### src/rtl/matvec_pkg.sv
`timescale 1ns/1ps
// Shared definitions for the matrix-vector sequencer: defaults, header layout, FSM states.
// Latency: not applicable (declarations only).
// Backpressure: not applicable (declarations only).
package matvec_pkg;

  localparam int DEF_ADDR_W    = 10;
  localparam int DEF_DATA_W    = 32;
  localparam int DEF_MAX_ELEMS = 1022;

  // Matrix memory layout: two header words, then column-major elements.
  localparam int HDR_ROWS  = 0;
  localparam int HDR_COLS  = 1;
  localparam int DATA_BASE = 2;

  typedef enum logic [3:0] {
    S_IDLE,
    S_HDR0,
    S_HDR1,
    S_CHECK,
    S_ROW_INIT,
    S_RD,
    S_MAC,
    S_WR,
    S_FIN
  } state_t;

endpackage

### src/rtl/matvec_mac.sv
`timescale 1ns/1ps
// Signed multiply-accumulate with synchronous clear; product and sum wrap at DATA_W bits.
// Latency: o_sum is combinational from the stored accumulator, the update lands next edge.
// Backpressure: none; i_en qualifies each accumulate step.
module matvec_mac #(
  parameter int DATA_W = 32
) (
  input  logic              i_clk,
  input  logic              i_rst,
  input  logic              i_clr,
  input  logic              i_en,
  input  logic [DATA_W-1:0] i_a,
  input  logic [DATA_W-1:0] i_b,
  output logic [DATA_W-1:0] o_sum
);

  logic [DATA_W-1:0] r_acc;
  logic [DATA_W-1:0] w_prod;

  // Low DATA_W bits of the signed product; the upper half is discarded by design.
  always_comb begin
    w_prod = DATA_W'($signed(i_a) * $signed(i_b));
    o_sum  = r_acc + w_prod;
  end

  // Accumulator register: clear has priority over accumulate.
  always_ff @(posedge i_clk or posedge i_rst) begin
    if (i_rst) begin
      r_acc <= '0;
    end else if (i_clr) begin
      r_acc <= '0;
    end else if (i_en) begin
      r_acc <= o_sum;
    end
  end

endmodule

### src/rtl/matvec_sequencer.sv
`timescale 1ns/1ps
// Sequencer computing y = M*v from a column-major matrix memory with a rows/cols header.
// Latency: 3 header cycles plus 2*cols+2 cycles per row; one result write per row.
// Backpressure: none; memories answer in one cycle and start is ignored while a job runs.
module matvec_sequencer
  import matvec_pkg::*;
#(
  parameter int ADDR_W    = DEF_ADDR_W,
  parameter int DATA_W    = DEF_DATA_W,
  parameter int MAX_ELEMS = DEF_MAX_ELEMS
) (
  input  logic              clk,
  input  logic              rst,
  input  logic              start,
  output logic              busy,
  output logic              done,
  output logic              err,
  output logic [31:0]       clock_count,
  output logic [ADDR_W-1:0] mat_addr,
  input  logic [DATA_W-1:0] mat_rdata,
  output logic [ADDR_W-1:0] vec_addr,
  input  logic [DATA_W-1:0] vec_rdata,
  output logic              res_we,
  output logic [ADDR_W-1:0] res_addr,
  output logic [DATA_W-1:0] res_wdata
);

  localparam logic signed [DATA_W-1:0]   LP_ZERO     = '0;
  localparam logic signed [DATA_W-1:0]   LP_DIM_MAX  = DATA_W'(64'd1 << ADDR_W);
  localparam logic signed [2*DATA_W-1:0] LP_ELEM_MAX = (2*DATA_W)'(MAX_ELEMS);

  state_t             r_state;
  logic               r_busy;
  logic               r_done;
  logic               r_err;
  logic [31:0]        r_clock_count;
  logic [ADDR_W-1:0]  r_mat_addr;
  logic [ADDR_W-1:0]  r_vec_addr;
  logic               r_res_we;
  logic [ADDR_W-1:0]  r_res_addr;
  logic [DATA_W-1:0]  r_res_wdata;

  // Job context: captured header, loop indices and the running column offset j*rows.
  logic [DATA_W-1:0]  r_rows;
  logic [ADDR_W-1:0]  r_stride;
  logic [ADDR_W-1:0]  r_row_last;
  logic [ADDR_W-1:0]  r_col_last;
  logic [ADDR_W-1:0]  r_i;
  logic [ADDR_W-1:0]  r_j;
  logic [ADDR_W-1:0]  r_col_base;

  logic signed [DATA_W-1:0]   w_rows_s;
  logic signed [DATA_W-1:0]   w_cols_s;
  logic signed [2*DATA_W-1:0] w_area;
  logic                       w_hdr_bad;
  logic [ADDR_W-1:0]          w_next_base;
  logic                       w_mac_clr;
  logic                       w_mac_en;
  logic [DATA_W-1:0]          w_mac_sum;

  // Header validation: cols is live on mat_rdata during CHECK, rows was captured in HDR1.
  always_comb begin
    w_rows_s  = $signed(r_rows);
    w_cols_s  = $signed(mat_rdata);
    w_area    = (2*DATA_W)'(w_rows_s) * (2*DATA_W)'(w_cols_s);
    w_hdr_bad = (w_rows_s <= LP_ZERO) || (w_cols_s <= LP_ZERO) ||
                (w_rows_s > LP_DIM_MAX) || (w_cols_s > LP_DIM_MAX) ||
                (w_area > LP_ELEM_MAX);
  end

  // Datapath controls; the column offset advances by rows each column instead of multiplying.
  always_comb begin
    w_next_base = r_col_base + r_stride;
    w_mac_clr   = (r_state == S_ROW_INIT);
    w_mac_en    = (r_state == S_MAC);
  end

  matvec_mac #(
    .DATA_W (DATA_W)
  ) u_mac (
    .i_clk  (clk),
    .i_rst  (rst),
    .i_clr  (w_mac_clr),
    .i_en   (w_mac_en),
    .i_a    (mat_rdata),
    .i_b    (vec_rdata),
    .o_sum  (w_mac_sum)
  );

  // Control FSM with registered outputs; read addresses are loaded on entry to the state that presents them.
  always_ff @(posedge clk or posedge rst) begin
    if (rst) begin
      r_state       <= S_IDLE;
      r_busy        <= 1'b0;
      r_done        <= 1'b0;
      r_err         <= 1'b0;
      r_clock_count <= '0;
      r_mat_addr    <= '0;
      r_vec_addr    <= '0;
      r_res_we      <= 1'b0;
      r_res_addr    <= '0;
      r_res_wdata   <= '0;
      r_rows        <= '0;
      r_stride      <= '0;
      r_row_last    <= '0;
      r_col_last    <= '0;
      r_i           <= '0;
      r_j           <= '0;
      r_col_base    <= '0;
    end else begin
      r_res_we <= 1'b0;
      if (r_busy && (r_clock_count != '1)) begin
        r_clock_count <= r_clock_count + 32'd1;
      end

      case (r_state)
        S_IDLE, S_FIN: begin
          if (start) begin
            r_state       <= S_HDR0;
            r_busy        <= 1'b1;
            r_done        <= 1'b0;
            r_err         <= 1'b0;
            r_clock_count <= '0;
            r_mat_addr    <= ADDR_W'(HDR_ROWS);
          end
        end

        S_HDR0: begin
          r_mat_addr <= ADDR_W'(HDR_COLS);
          r_state    <= S_HDR1;
        end

        S_HDR1: begin
          r_rows  <= mat_rdata;
          r_state <= S_CHECK;
        end

        S_CHECK: begin
          if (w_hdr_bad) begin
            r_err   <= 1'b1;
            r_done  <= 1'b1;
            r_busy  <= 1'b0;
            r_state <= S_FIN;
          end else begin
            r_stride   <= r_rows[ADDR_W-1:0];
            r_row_last <= ADDR_W'(r_rows - DATA_W'(1));
            r_col_last <= ADDR_W'(mat_rdata - DATA_W'(1));
            r_i        <= '0;
            r_state    <= S_ROW_INIT;
          end
        end

        S_ROW_INIT: begin
          r_j        <= '0;
          r_col_base <= '0;
          r_mat_addr <= ADDR_W'(DATA_BASE) + r_i;
          r_vec_addr <= '0;
          r_state    <= S_RD;
        end

        S_RD: begin
          r_state <= S_MAC;
        end

        S_MAC: begin
          r_j <= r_j + 1'b1;
          if (r_j == r_col_last) begin
            r_res_we    <= 1'b1;
            r_res_addr  <= r_i;
            r_res_wdata <= w_mac_sum;
            r_state     <= S_WR;
          end else begin
            r_col_base <= w_next_base;
            r_mat_addr <= ADDR_W'(DATA_BASE) + r_i + w_next_base;
            r_vec_addr <= r_j + 1'b1;
            r_state    <= S_RD;
          end
        end

        S_WR: begin
          if (r_i == r_row_last) begin
            r_busy  <= 1'b0;
            r_done  <= 1'b1;
            r_state <= S_FIN;
          end else begin
            r_i     <= r_i + 1'b1;
            r_state <= S_ROW_INIT;
          end
        end

        default: begin
          r_state <= S_IDLE;
        end
      endcase
    end
  end

  assign busy        = r_busy;
  assign done        = r_done;
  assign err         = r_err;
  assign clock_count = r_clock_count;
  assign mat_addr    = r_mat_addr;
  assign vec_addr    = r_vec_addr;
  assign res_we      = r_res_we;
  assign res_addr    = r_res_addr;
  assign res_wdata   = r_res_wdata;

endmodule

### config.mk
export PLATFORM = sky130hd
export DESIGN_NAME = matvec_sequencer
export DESIGN_NICKNAME = d
export VERILOG_FILES = /design/src/rtl/matvec_pkg.sv /design/src/rtl/matvec_mac.sv /design/src/rtl/matvec_sequencer.sv
export SDC_FILE = /design/constraint.sdc
export NUM_CORES = 2
export LEC_CHECK = 0
export CAP_MARGIN = 25
export CORE_ASPECT_RATIO = 0.7
export CORE_MARGIN = 2
export CORE_UTILIZATION = 55
export CTS_CLUSTER_SIZE = 14
export DETAILED_ROUTE_END_ITERATION = 6
export GPL_TIMING_DRIVEN = 1
export PLACE_DENSITY = 0.71
export SLEW_MARGIN = 20
export SYNTH_ARGS = -nofsm -noshare
export SYNTH_HDL_FRONTEND = slang
export SYNTH_SLANG_ARGS = --single-unit
export TNS_END_PERCENT = 5
### constraint.sdc
create_clock -name clk -period 13.35 [get_ports clk]
set_input_delay 2.67 -clock clk [delete_from_list [all_inputs] [get_ports clk]]
set_output_delay 2.67 -clock clk [all_outputs]
set_load 0.01 [all_outputs]
After elaboration in Yosys (flattened, before gate mapping)
Cells that the tools add are included.
{"block": "classes", "add_sub_neg": 9, "mul": 2, "order_cmp": 5, "n_eq_ne": 17, "mux": 32, "n_bitwise": 1, "reduce_logical": 19}
{"op": "32-bit 2-to-1 mux", "count": 5}
{"op": "10-bit one-hot mux with 2 select lines", "count": 4}
{"op": "32-bit by 12-bit greater-than comparator with 1-bit output, second input constant", "count": 2}
{"op": "64-bit by 11-bit greater-than comparator with 1-bit output, second input constant", "count": 1}
{"op": "32-bit by 1-bit less-or-equal comparator with 1-bit output, second input constant", "count": 2}
{"op": "32-bit by 32-bit multiplier with 64-bit output", "count": 1}
{"op": "10-bit 2-to-1 mux", "count": 6}
{"op": "10-bit one-hot mux with 4 select lines", "count": 1}
{"op": "32-bit by 1-bit adder with 32-bit output, second input constant", "count": 1}
{"op": "32-bit adder", "count": 1}
{"op": "32-bit by 32-bit multiplier with 32-bit output", "count": 1}
{"op": "32-bit inequality test, second input constant", "count": 1}
{"op": "4-bit one-hot mux with 8 select lines", "count": 1}
{"op": "10-bit by 1-bit adder with 10-bit output, second input constant", "count": 2}
{"op": "10-bit adder", "count": 2}
{"op": "10-bit == test", "count": 2}
{"op": "10-bit by 1-bit subtractor with 10-bit output, second input constant", "count": 2}
{"op": "4-bit by 3-bit == test with 1-bit output, second input constant", "count": 4}
{"op": "4-bit 2-to-1 mux", "count": 3}
{"op": "2-bit inequality test, second input constant", "count": 6}
{"op": "2-bit by 10-bit adder with 10-bit output, first input constant", "count": 1}
{"op": "3-bit AND reduction", "count": 3}
{"op": "4-bit by 2-bit == test with 1-bit output, second input constant", "count": 2}
{"op": "1-bit 2-to-1 mux", "count": 8}
{"op": "15 further kinds", "count": 23}
{"block": "word_totals", "reg_bits": 226, "out_inout_bits": 98, "word_cells": 103}

Depth between registers and ports, before layout
{"block": "logic_depth", "ltp_word": 7, "ltp_mapped": 35, "ltp_nobuf": 30}

Modules after synthesis
From an unflattened synthesis, not the netlist that was laid out.
{"block": "hier_totals", "hier_cells": 7109, "area_unflattened_um2": 65346.4}
{"module": "matvec_sequencer", "n_inst": 1, "cells_per_inst": 5006, "area_each_um2": 46626.0, "seq_area_each_um2": 4854.7}
{"module": "matvec_mac", "n_inst": 1, "cells_per_inst": 2103, "area_each_um2": 18720.5, "seq_area_each_um2": 800.8}

Least setup slack after synthesis
No wires, ideal clock.
{"block": "synth_path", "path_kind": "input to register", "from": "input mat_rdata[3]", "to": "register r_col_last[0]", "setup_time_ns": 0.127, "t_arrival_ns": 12.104, "t_required_ns": 13.223, "slack_ns": 1.119, "cell_stages": 29, "path_buffers": 5, "path_cell_list": "clkbuf_1 -> clkbuf_1 -> and2_1 -> fa_1 -> fa_1 -> fa_1 -> inv_1 -> fa_1 -> inv_1 -> fa_1 -> fa_1 -> fa_1 -> fa_1 -> ha_1 -> clkbuf_1 -> nand4_1 -> nor4_1 -> a221oi_1 -> and3b_1 -> a31oi_2 -> a31oi_1 -> mux2_1 -> a2111oi_0 -> nor3b_1 -> a21oi_1 -> nor2b_2 -> buf_4 -> buf_6 -> mux2_1"}
{"block": "synth_between", "elab_chain_cells": 7}
{"item": "from (decl)", "line_no": "matvec_sequencer.sv:20", "source": "input logic [DATA_W-1:0] mat_rdata,"}
{"item": "branches (longest 4 deep; another with 32-bit by 32-bit multiplier with 64-bit output)"}
{"item": "1-bit logical OR (*)", "line_no": "matvec_sequencer.sv:67", "source": "(w_rows_s > LP_DIM_MAX) || (w_cols_s > LP_DIM_MAX) ||"}
{"item": "1-bit inverter (no line) (*)"}
{"item": "2-bit AND reduction (no line) (*)"}
{"item": "to (signal assigned)", "line_no": "matvec_sequencer.sv:147", "source": "r_col_last <= ADDR_W'(mat_rdata - DATA_W'(1));"}
{"item": "to (decl)", "line_no": "matvec_sequencer.sv:47", "source": "logic [ADDR_W-1:0] r_col_last;"}
Mark *: on every way between the ends.
A chain may end at the register's enable or synchronous reset.

Worst setup path after layout
{"block": "layout_path", "from": "input mat_rdata[2]", "to": "register r_stride[4]"}
{"block": "layout_between", "elab_chain_cells": 7}
{"item": "branches (longest 4 deep; another with 32-bit by 32-bit multiplier with 64-bit output)"}
{"item": "1-bit logical OR (*)", "line_no": "matvec_sequencer.sv:67"}
{"item": "1-bit inverter (no line) (*)"}
{"item": "2-bit AND reduction (no line) (*)"}
{"item": "to (signal assigned)", "line_no": "matvec_sequencer.sv:145", "source": "r_stride <= r_rows[ADDR_W-1:0];"}
{"item": "to (decl)", "line_no": "matvec_sequencer.sv:45", "source": "logic [ADDR_W-1:0] r_stride;"}
Marks and branches as above.

==> impl_metrics.csv <==
group,metric,value,unit
yosys,syn-num-nets,8870,
die,die-area,119000,um2
die,fp.dieH,289,um
final_layout,finalNonFillerCells,8386,
global_route,busiest_layer,"met1",
routing,avgRoutedWirePerCell,23.2,um
sta,tightest_slew,1220,ps
routing,antenna_left,0,
yosys,synth_top_area_cell,"fa_1",
routing,via_per_inst,5.77,
critical_path,critPathBufInv,7,
placed_design,gp_congestion,0.971,
yosys,synthesis.area,64000,um2
global_route,grtUsageMet2,0.470,
clock_network,cts_hold_buf,0,
placed_design,hpwlAfterDp,152,mm
critical_path,critPathMaxFanout,38,
routing,detail_route.wirelength,194,mm
critical_path,cpPeakStageDelay,790,ps
sta,min_period,12330,ps
clock_network,cts_tree,"yes",
sta,fmax,0.0811,GHz
routing,drcViolationCount,0,
global_route,grt_pass1_vias,51660,
hold_path,worstHoldStart,"res_addr[3]",
outcome,status,"completed",
yosys,synth_most_common_cell,"fa_1",
clock_network,cts_sinks,226,
critical_path,path_delay_family,"adder cells",
final_layout,drive_gt1_frac,0.0379,
yosys,synth_warnings,0,
die,die_w,412,um
critical_path,crit_end,"r_stride[4]",
critical_path,rr_worst_depth,30,
critical_path,crit_top_cell,"fa_1",
sta,finalCritPeriodShare,0.923,
clock_network,postCtsSetupRepairBufs,0,
yosys,synth_area_leaders,"fa_1 48%, dfrtp_1 8.8%, inv_1 8.4%, ha_1 7.0%, nand2_1 6.5%",
global_route,grt_max_degree,93,
yosys,synthArstFlopShare,1.00,
sta,slew_violations,0,
die,start_util,0.556,
routing,via_count,48367,
routing,first_pass_iters,6,
placed_design,port_buffers,164,
yosys,synth_common_cells,"1522 x fa_1, 1440 x inv_1, 1103 x nand2_1, 619 x and2_1, 383 x clkbuf_1",
critical_path,worstPathRequired,13810,ps
sta,hold_violations,0,
die,ios,165,
yosys,synth-seq-area-share,0.0884,
critical_path,path_depth,30,
die,rows,104,
yosys,synthCells,6922,
sta,relSlewSlack,0.186,
global_route,track_usage,0.342,
clock_network,cts.path.max_buffers,3,
final_layout,fin_nets,8770,
run,drv_cap,0,
global_route,grt.met1_usage,0.510,
yosys,ys_ff_latch,226,
clock_network,h-tree-depth,1,
clock_network,postCtsResizedCells,0,
sta,finalSetupViolations,0,
yosys,synth_edf_count,0,
critical_path,worstReg2RegStart,"r_rows[31]",
critical_path,cp-startpoint,"mat_rdata[2]",
critical_path,arrival,12790,ps
hold_path,hold_class,"reg -> reg",
yosys,synth_top_area_share,0.476,
sta,fin_setup_tns,0,ps
critical_path,r2r_end,"r_stride[4]",
critical_path,ff2ff_setup_slack,2470,ps
critical_path,cp_slowest_cell,"fa_1",
clock_network,worstSkewPairLatency,610,ps
sta,rsz0062_at_grt,"false",
yosys,syn_avg_cell_area,9.24,um2
global_route,gr-usage-met3,0.138,
final_layout,fill_cells,9956,
sta,finalClockSkew,32.5,ps
critical_path,crit_path_end_kind,"flop",
yosys,synth.distinct_cells,84,
global_route,grt_pass1_wl,309,mm
routing,drt-initial-drc-count,4893,
clock_network,root_buffer,"clkbuf_16",
critical_path,critical_path_class,"in -> reg",
final_layout,syn_to_final_growth,5.88,%
yosys,ys.flop_type,"dfrtp_1",
clock_network,clk_pin_slew,60,ps
global_route,overflow,0,
critical_path,setup.worst_path.start_class,"input pin",
die,core,115000,um2
placed_design,dp_cells,8331,
global_route,antenna_found_initial,17,
clock_network,numCtsBuffers,25,
per-stage QoR:
| stage | area (um2) | worst slack, ps | hold WS (ps) | util |
|---|---|---|---|---|
| detailed placement | 66900 | 453 | 456 | 0.580 |
| finish | 67700 | 1020 | 468 | 0.588 |
| floorplan | 64000 | 1120 | 445 | - |
| CTS | 67700 | 1040 | 471 | 0.588 |
| global placement | 66900 | 525 | 453 | 0.580 |
| global route | 67700 | 309 | 498 | 0.588 |
placed cells by master (no fill, tap or decap), types with 9 or more instances in the layout:
cell,n
a31oi_1,11
mux2_2,33
a21o_1,33
o31ai_1,16
mux2i_1,13
nor3_1,51
nor2_1,165
and3_1,10
inv_1,1439
xor2_1,74
dfrtp_2,11
diode_2,9
clkbuf_16,25
o21bai_1,24
and2_1,619
fa_1,1522
nand3_1,57
dfrtp_1,215
o211ai_1,10
o21a_1,22
clkdlybuf4s50_1,135
a21oi_1,120
or3_1,23
buf_4,112
xnor2_1,149
nand2_1,1102
nor4_1,22
nand4_1,45
nor2b_1,14
buf_2,29
a211oi_1,13
o21ai_0,114
nand2b_1,28
o22ai_1,26
nor3b_1,12
ha_1,359
mux2_1,29
worst min-delay path by stage:
| stage | endpoint | cells after the start |
|---|---|---|
| CTS | res_addr[3] | 2 |
| detailed placement | res_addr[3] | 2 |
| finish | res_addr[3] | 2 |
| floorplan | u_mac.r_acc[0] | 2 |
| global route | res_addr[3] | 2 |
| global placement | res_wdata[3] | 2 |
logic make-up (layout without fill, tap and decap cells):
kind of cell    count (synthesis)  count (layout)  share of synthesized area
flops                         226             226                     0.0884
simple gates                 2181            2181                      0.163
other cells                     0               9                          0
xor+xnor                      223             223                     0.0305
mux                            75              75                     0.0129
fa+ha+maj                    1881            1881                      0.546
buf+inv                      1851            1769                      0.109
compound gates                485             485                     0.0498
final cells by class:
cell class | count | area (um2) | share of cell area
antenna | 9 | 22.5 | 0.000332
inverter | 1441 | 5420 | 0.0800
tap | 1537 | 1920 | 0.0284
clock buffer | 38 | 724 | 0.0107
multi-input combinational | 4845 | 51400 | 0.759
timing repair buffer | 283 | 2460 | 0.0364
sequential | 226 | 5670 | 0.0837
clock inverter | 7 | 138 | 0.00203
sequential cells by signal, indices dropped and copies added (netlist names), 32 cells and up:
signal and flops:
clock_count 32, r_rows 32, res_wdata 32, u_mac.r_acc 32
worst register-to-register path, delay by kind of cell, from the launching register on:
family / cells / cell delay (ps)
AND/OR/NAND/NOR: 9 / 2600
buffers and inverters: 7 / 1780
multiplexers: 1 / 370
AO/OA/AOI/OAI: 4 / 970
adder cells (fa/ha/maj): 9 / 4640
flip-flops: 1 / 380
per-layer routing:
layer,part of all wire,vias to the layer above
met3,0.16,293
li1,-,20318
met4,0.021,12
met1,0.42,24780
met2,0.40,2964
met5,0.00038,-
Power is not shown: default switching activity piles up to over one toggle a cycle in this logic, so the estimate is an artifact.
